==> config.mk <==
export PLATFORM = sky130hd
export DESIGN_NAME = buff_nn_to_ip
export DESIGN_NICKNAME = d
export VERILOG_FILES = /design/src/rtl/buff_nn_to_ip.sv
export SDC_FILE = /design/constraint.sdc
export NUM_CORES = 1
export LEC_CHECK = 0
export CAP_MARGIN = 20
export CORE_UTILIZATION = 55
export DETAILED_ROUTE_END_ITERATION = 16
export DONT_BUFFER_PORTS = 1
export HOLD_SLACK_MARGIN = 0.12
export PLACE_DENSITY = 0.68
export SLEW_MARGIN = 5
export SYNTH_ARGS = -nofsm -noshare
export SYNTH_HDL_FRONTEND = slang
export SYNTH_SLANG_ARGS = --single-unit
==> constraint.sdc <==
create_clock -name ACLK -period 4.6 [get_ports ACLK]
set_clock_uncertainty 0.1 [all_clocks]
set_input_delay 0.92 -clock ACLK [delete_from_list [all_inputs] [get_ports ACLK]]
set_output_delay 0.92 -clock ACLK [all_outputs]
set_load 0.02 [all_outputs]
==> src/rtl/buff_nn_to_ip.sv <==
// buff_nn_to_ip: return-path buffer between the NN core and the UDP transmitter.
// Collects per-class scores, latches the requester's addressing, finds the
// winning class and streams a fixed-length reply payload over valid/ready.
module buff_nn_to_ip #(
  parameter int NUM_CLASSES = 10,
  parameter int SCORE_BYTES = 3
) (
  input  logic        ACLK,
  input  logic        ARESET,
  input  logic [17:0] NN_DATA,
  input  logic [3:0]  NN_ADDR,
  input  logic        NN_EN,
  input  logic        NN_DONE,
  input  logic [0:31] SRC_IP_ADDRESS_NN,
  input  logic [0:47] SRC_MAC_ADDRESS_NN,
  input  logic [0:15] SRC_UDP_PORT_NN,
  output logic        NN_BUSY,
  output logic [0:31] DST_IP_ADDRESS_IP,
  output logic [0:47] DST_MAC_ADDRESS_IP,
  output logic [0:15] DST_UDP_PORT_IP,
  output logic [7:0]  TX_DATA,
  output logic        TX_VALID,
  input  logic        TX_READY,
  output logic        TX_LAST,
  output logic        TX_DONE
);

  localparam int PAYLOAD_LEN = 1 + NUM_CLASSES * SCORE_BYTES;
  localparam int IDX_W       = $clog2(NUM_CLASSES);
  localparam int SCAN_W      = $clog2(NUM_CLASSES + 1);
  localparam int BYTE_W      = $clog2(PAYLOAD_LEN);
  localparam int PART_W      = (SCORE_BYTES > 1) ? $clog2(SCORE_BYTES) : 1;
  localparam int WIRE_W      = SCORE_BYTES * 8;

  typedef enum logic [1:0] {
    S_IDLE,
    S_ARGMAX,
    S_SEND,
    S_DONE
  } state_t;

  state_t              state_q, state_d;
  logic [17:0]         score_q [NUM_CLASSES];
  logic [17:0]         score_d [NUM_CLASSES];
  logic [SCAN_W-1:0]   scan_q, scan_d;
  logic [17:0]         best_val_q, best_val_d;
  logic [IDX_W-1:0]    best_idx_q, best_idx_d;
  logic [BYTE_W-1:0]   byte_idx_q, byte_idx_d;
  logic [IDX_W-1:0]    cls_q, cls_d;
  logic [PART_W-1:0]   part_q, part_d;
  logic [7:0]          tx_data_q, tx_data_d;
  logic                tx_valid_q, tx_valid_d;
  logic                tx_last_q, tx_last_d;
  logic                tx_done_q, tx_done_d;
  logic                busy_q, busy_d;
  logic [0:31]         dst_ip_q, dst_ip_d;
  logic [0:47]         dst_mac_q, dst_mac_d;
  logic [0:15]         dst_port_q, dst_port_d;

  logic [IDX_W-1:0]    scan_idx;
  logic [IDX_W-1:0]    nxt_cls;
  logic [PART_W-1:0]   nxt_part;

  assign scan_idx = scan_q[IDX_W-1:0];

  // Wire-order byte of a score: sign-extended to the wire width, MSB byte first.
  function automatic logic [7:0] score_byte(input logic [17:0] s, input logic [PART_W-1:0] part);
    logic [WIRE_W-1:0] wide;
    wide = {{(WIRE_W - 18){s[17]}}, s};
    return wide[(SCORE_BYTES - 1 - int'(part)) * 8 +: 8];
  endfunction

  // Next-state logic: score capture, argmax scan and the byte streamer.
  always_comb begin
    state_d    = state_q;
    score_d    = score_q;
    scan_d     = scan_q;
    best_val_d = best_val_q;
    best_idx_d = best_idx_q;
    byte_idx_d = byte_idx_q;
    cls_d      = cls_q;
    part_d     = part_q;
    tx_data_d  = tx_data_q;
    tx_valid_d = tx_valid_q;
    tx_last_d  = tx_last_q;
    tx_done_d  = 1'b0;
    busy_d     = busy_q;
    dst_ip_d   = dst_ip_q;
    dst_mac_d  = dst_mac_q;
    dst_port_d = dst_port_q;
    nxt_cls    = cls_q;
    nxt_part   = part_q;

    case (state_q)
      S_IDLE: begin
        busy_d = 1'b0;
        if (NN_EN && ({28'b0, NN_ADDR} < 32'(NUM_CLASSES))) begin
          score_d[NN_ADDR[IDX_W-1:0]] = NN_DATA;
        end
        if (NN_DONE) begin
          dst_ip_d   = SRC_IP_ADDRESS_NN;
          dst_mac_d  = SRC_MAC_ADDRESS_NN;
          dst_port_d = SRC_UDP_PORT_NN;
          scan_d     = '0;
          busy_d     = 1'b1;
          state_d    = S_ARGMAX;
        end
      end

      S_ARGMAX: begin
        if (scan_q == SCAN_W'(NUM_CLASSES)) begin
          tx_valid_d = 1'b1;
          tx_data_d  = 8'(best_idx_q);
          tx_last_d  = 1'b0;
          byte_idx_d = '0;
          cls_d      = '0;
          part_d     = '0;
          state_d    = S_SEND;
        end else begin
          if ((scan_q == '0) || ($signed(score_q[scan_idx]) > $signed(best_val_q))) begin
            best_val_d = score_q[scan_idx];
            best_idx_d = scan_idx;
          end
          scan_d = scan_q + SCAN_W'(1);
        end
      end

      S_SEND: begin
        if (TX_READY) begin
          if (tx_last_q) begin
            tx_valid_d = 1'b0;
            tx_last_d  = 1'b0;
            tx_done_d  = 1'b1;
            state_d    = S_DONE;
          end else begin
            if (byte_idx_q == '0) begin
              nxt_cls  = '0;
              nxt_part = '0;
            end else if (part_q == PART_W'(SCORE_BYTES - 1)) begin
              nxt_cls  = cls_q + IDX_W'(1);
              nxt_part = '0;
            end else begin
              nxt_part = part_q + PART_W'(1);
            end
            cls_d      = nxt_cls;
            part_d     = nxt_part;
            byte_idx_d = byte_idx_q + BYTE_W'(1);
            tx_data_d  = score_byte(score_q[nxt_cls], nxt_part);
            tx_last_d  = ((byte_idx_q + BYTE_W'(1)) == BYTE_W'(PAYLOAD_LEN - 1));
          end
        end
      end

      S_DONE: begin
        busy_d  = 1'b0;
        state_d = S_IDLE;
      end

      default: begin
        state_d = S_IDLE;
      end
    endcase
  end

  // State and output registers with synchronous active-low reset.
  always_ff @(posedge ACLK) begin
    if (!ARESET) begin
      state_q    <= S_IDLE;
      for (int i = 0; i < NUM_CLASSES; i++) begin
        score_q[i] <= '0;
      end
      scan_q     <= '0;
      best_val_q <= '0;
      best_idx_q <= '0;
      byte_idx_q <= '0;
      cls_q      <= '0;
      part_q     <= '0;
      tx_data_q  <= '0;
      tx_valid_q <= 1'b0;
      tx_last_q  <= 1'b0;
      tx_done_q  <= 1'b0;
      busy_q     <= 1'b0;
      dst_ip_q   <= '0;
      dst_mac_q  <= '0;
      dst_port_q <= '0;
    end else begin
      state_q    <= state_d;
      score_q    <= score_d;
      scan_q     <= scan_d;
      best_val_q <= best_val_d;
      best_idx_q <= best_idx_d;
      byte_idx_q <= byte_idx_d;
      cls_q      <= cls_d;
      part_q     <= part_d;
      tx_data_q  <= tx_data_d;
      tx_valid_q <= tx_valid_d;
      tx_last_q  <= tx_last_d;
      tx_done_q  <= tx_done_d;
      busy_q     <= busy_d;
      dst_ip_q   <= dst_ip_d;
      dst_mac_q  <= dst_mac_d;
      dst_port_q <= dst_port_d;
    end
  end

  assign NN_BUSY            = busy_q;
  assign DST_IP_ADDRESS_IP  = dst_ip_q;
  assign DST_MAC_ADDRESS_IP = dst_mac_q;
  assign DST_UDP_PORT_IP    = dst_port_q;
  assign TX_DATA            = tx_data_q;
  assign TX_VALID           = tx_valid_q;
  assign TX_LAST            = tx_last_q;
  assign TX_DONE            = tx_done_q;

endmodule

==> results.sh <==
export IMPL_critPathLaunch="scan_idx[0]"
export IMPL_power_density_mw_per_mm2=472
export IMPL_insertion_delay_ns=0.52
export IMPL_cts_sinks=327
export IMPL_status="complete, no violations"
export IMPL_synthXorXnorAreaFrac_pct=0.625
export IMPL_crit_type="register to register"
export IMPL_synth_cell_types=80
export IMPL_crit_fanout=24
export IMPL_stdcell_area_sq_mm=0.0171
export IMPL_yosysSeqAreaShare_pct=41.9
export IMPL_dieArea_sq_mm=0.0291
export IMPL_area_growth_pct=9.47
export IMPL_drive_gt1_share_pct=8.60
export IMPL_placedCellCount=2175
export IMPL_antenna_found_initial=0
export IMPL_synth_seq_cells=327
export IMPL_place_area_sq_mm=0.0158
export IMPL_p_sw_share_pct=32.5
export IMPL_synth_area_top_cells="dfxtp_1, nand2_1, a21oi_1, mux2i_1, mux4_2"
export IMPL_final_core_util_pct=61.4
export IMPL_hold_viol_final=0
export IMPL_io_buffers=0
export IMPL_p_leak_nw=6.30
export IMPL_layout_setup_ws_ns=0.340
export IMPL_finalNonFillerCells=2239
export IMPL_synth_most_common_cell="nand2_1"
export IMPL_report_final_slew_viol_count=0
export IMPL_syn_nets=2072
export IMPL_synthMuxAreaShare_pct=11.8
export IMPL_critPathArrivalTime_ns=4.57
export IMPL_fmax_mhz=235
export IMPL_htree_levels=2
export IMPL_vias=14100
export IMPL_diodes=0
export IMPL_drc=0
export IMPL_place_gp_congestion=0.948
export IMPL_max_slew_worst_pin_slew_ns=1.15
export IMPL_synth_edff_count=0
export IMPL_postRouteAntennaNets=0
export IMPL_wl_per_cell_um=22.4
export IMPL_r2r_start="scan_idx[0]"
export IMPL_vias_per_cell=6.30
export IMPL_grt_max_degree=188
export IMPL_post_route_period_util_pct=92.6
export IMPL_p_clk_share_pct=37.3
export IMPL_p_switching_mw=2.62
export IMPL_dr_pass1_iters=7
export IMPL_ioPinCount=231
export IMPL_pre_cts_ws_ns=0.497
export IMPL_synthTopCellsByCount="nand2_1, dfxtp_1, a21oi_1"
export IMPL_postCtsSetupBuffers=0
export IMPL_synth_adder_area_share_pct=2.48
export IMPL_startpoint_type="register"
export IMPL_required_ns=4.91
export IMPL_post_synth_cell_area_avg_sq_um=8.15
export IMPL_ys_flop_type="dfxtp_1"
export IMPL_cp_end_kind="register"
export IMPL_die_h_um=171
export IMPL_cts_buffers=36
export IMPL_drt_initial_drc_count=1814
export IMPL_ctsResizeCount=0
export IMPL_clk_pin_slew_ns=0.06
export IMPL_hpwlAfterDp_mm=33.2
export IMPL_synth_top_cell_area_share_pct=41.9
export IMPL_die_w_um=171
export IMPL_tns_ns=0
export IMPL_fp_row_count=61
export IMPL_p_seq_share_pct=43.2
export IMPL_hold_class="register to register"
export IMPL_min_from="score_q[51]"
export IMPL_relSlewSlack_pct=23.5
export IMPL_yosysTopAreaCell="dfxtp_1"
export IMPL_syn_inst=1918
export IMPL_grt_overflow=0
export IMPL_synth_async_reset_ratio_pct=0
export IMPL_maxCapViolCount=0
export IMPL_grt_pass1_wl_mm=74.6
export IMPL_grt_pass1_vias=12800
export IMPL_fp_coreArea_sq_mm=0.0279
export IMPL_root_buffer="clkbuf_16"
export IMPL_period_minus_slack_ns=4.26
export IMPL_p_int_mw=5.45
export IMPL_cts_tree="built"
export IMPL_synth_top_family_by_area="simple AND/OR/NAND/NOR gates"
export IMPL_setup_violations=0
export IMPL_synth_compound_area_share_pct=18.3
export IMPL_initial_core_util_pct=56.1
export IMPL_p_comb_share_pct=19.4
export IMPL_synth_warnings=0
export IMPL_grt_total_usage_pct=33.6
export IMPL_peakVddDrop_mv=0.285
export IMPL_synthesis_area_sq_mm=0.0156
export IMPL_rsz0062_at_grt="false"
export IMPL_routed_wirelength_mm=50.2
export IMPL_synthSimpleGateAreaFrac_pct=20.1
export IMPL_postCtsHoldBufs=0
export IMPL_clock_path_buffers=3
export IMPL_fin_nets=1990
## cells by family (layout without fill, tap and decap cells)
logic type,count (synthesis),after routing
multiplexers,136,136
AO/OA/AOI/OAI,472,472
adder cells (fa/ha/maj),31,31
buffers and inverters,187,130
AND/OR/NAND/NOR,756,756
XOR/XNOR,9,9
flip-flops,327,327
## metrics by stage
| stage | hold slack, ns | total power [mW] |
|---|---|---|
| 2_1_floorplan | 0.342 | 4.65 |
| 3_3_place_gp | 0.353 | 5.03 |
| 3_5_place_dp | 0.361 | 5.08 |
| 4_1_cts | 0.370 | 8.07 |
| 5_1_grt | 0.384 | 8.39 |
| 6_report | 0.370 | 8.07 |
## per-layer routing
metal	GRT usage, %	wire length (um)	vias up
met5	1.39	73	-
met4	10.5	1400	4
met3	9.51	5890	109
met2	52.1	22800	770
met1	44.9	20100	6731
li1	-	-	6502
## cell type report
type	count	area, sq um
fill	2464	10800
inverter	35	139
multi-input combinational	1404	8390
tap	378	473
timing repair buffer	32	305
clock inverter	10	145
clock buffer	53	1100
sequential	327	6550
## power groups by stage
stage          combinational, mW  sequential, mW  clock [mW]
2_1_floorplan               1.20            3.46           0
3_3_place_gp                1.49            3.54           0
3_5_place_dp                1.53            3.55           0
4_1_cts                     1.54            3.49        3.04
5_1_grt                     1.71            3.52        3.15
6_report                    1.57            3.49        3.01
## registers in the layout (all words and copies together), names as in the netlist
signal              count
cls_q                   4
byte_idx_q              5
DST_IP_ADDRESS_IP      32
score_q               180
NN_BUSY                 1
DST_UDP_PORT_IP        16
best_val_q             18
best_idx_q              4
TX_DONE                 1
TX_VALID                1
scan_idx                4
part_q                  2
state_q                 2
TX_LAST                 1
DST_MAC_ADDRESS_IP     48
TX_DATA                 8
## worst paths after layout
kind                                  endpoint  slack (ns)  depth (start not counted)
worst min register to register     score_q[51]        0.37                          2
worst min-delay path               score_q[51]        0.37                          2
worst max register to register  best_val_q[12]        0.34                         13
worst max-delay path            best_val_q[12]        0.34                         13
## critical path: stages, from the launching register on
cell      delay [ns]
dfxtp_4         0.68
buf_4           0.42
mux4_2          0.54
mux2i_1         0.16
o22ai_1         0.12
ha_1            0.21
a21oi_1         0.19
o211ai_1        0.15
a211oi_1        0.29
o221ai_1        0.28
a31oi_4         0.47
buf_4           0.26
nor2_1          0.06
a211oi_1        0.22
## layout by cell type (no fill, tap or decap), drive strengths merged, types with 5 or more instances in the layout
cell	synthesis	final
nand2b	7	7
a21o	6	6
a22oi	11	11
nand2	581	581
o21ai	27	27
ha	31	31
mux4	37	37
and3	14	14
a21oi	275	275
dfxtp	327	327
inv	35	36
nand3	20	20
a211o	5	5
o22ai	27	27
or2	5	5
nor3	11	11
mux2i	96	96
clkbuf	117	53
xnor2	5	5
o211ai	5	5
nor2	78	78
a31oi	8	8
o221ai	9	9
nor3b	7	7
nand3b	7	7
a211oi	40	40
buf	35	32
Power figures use the tool's default switching activity.
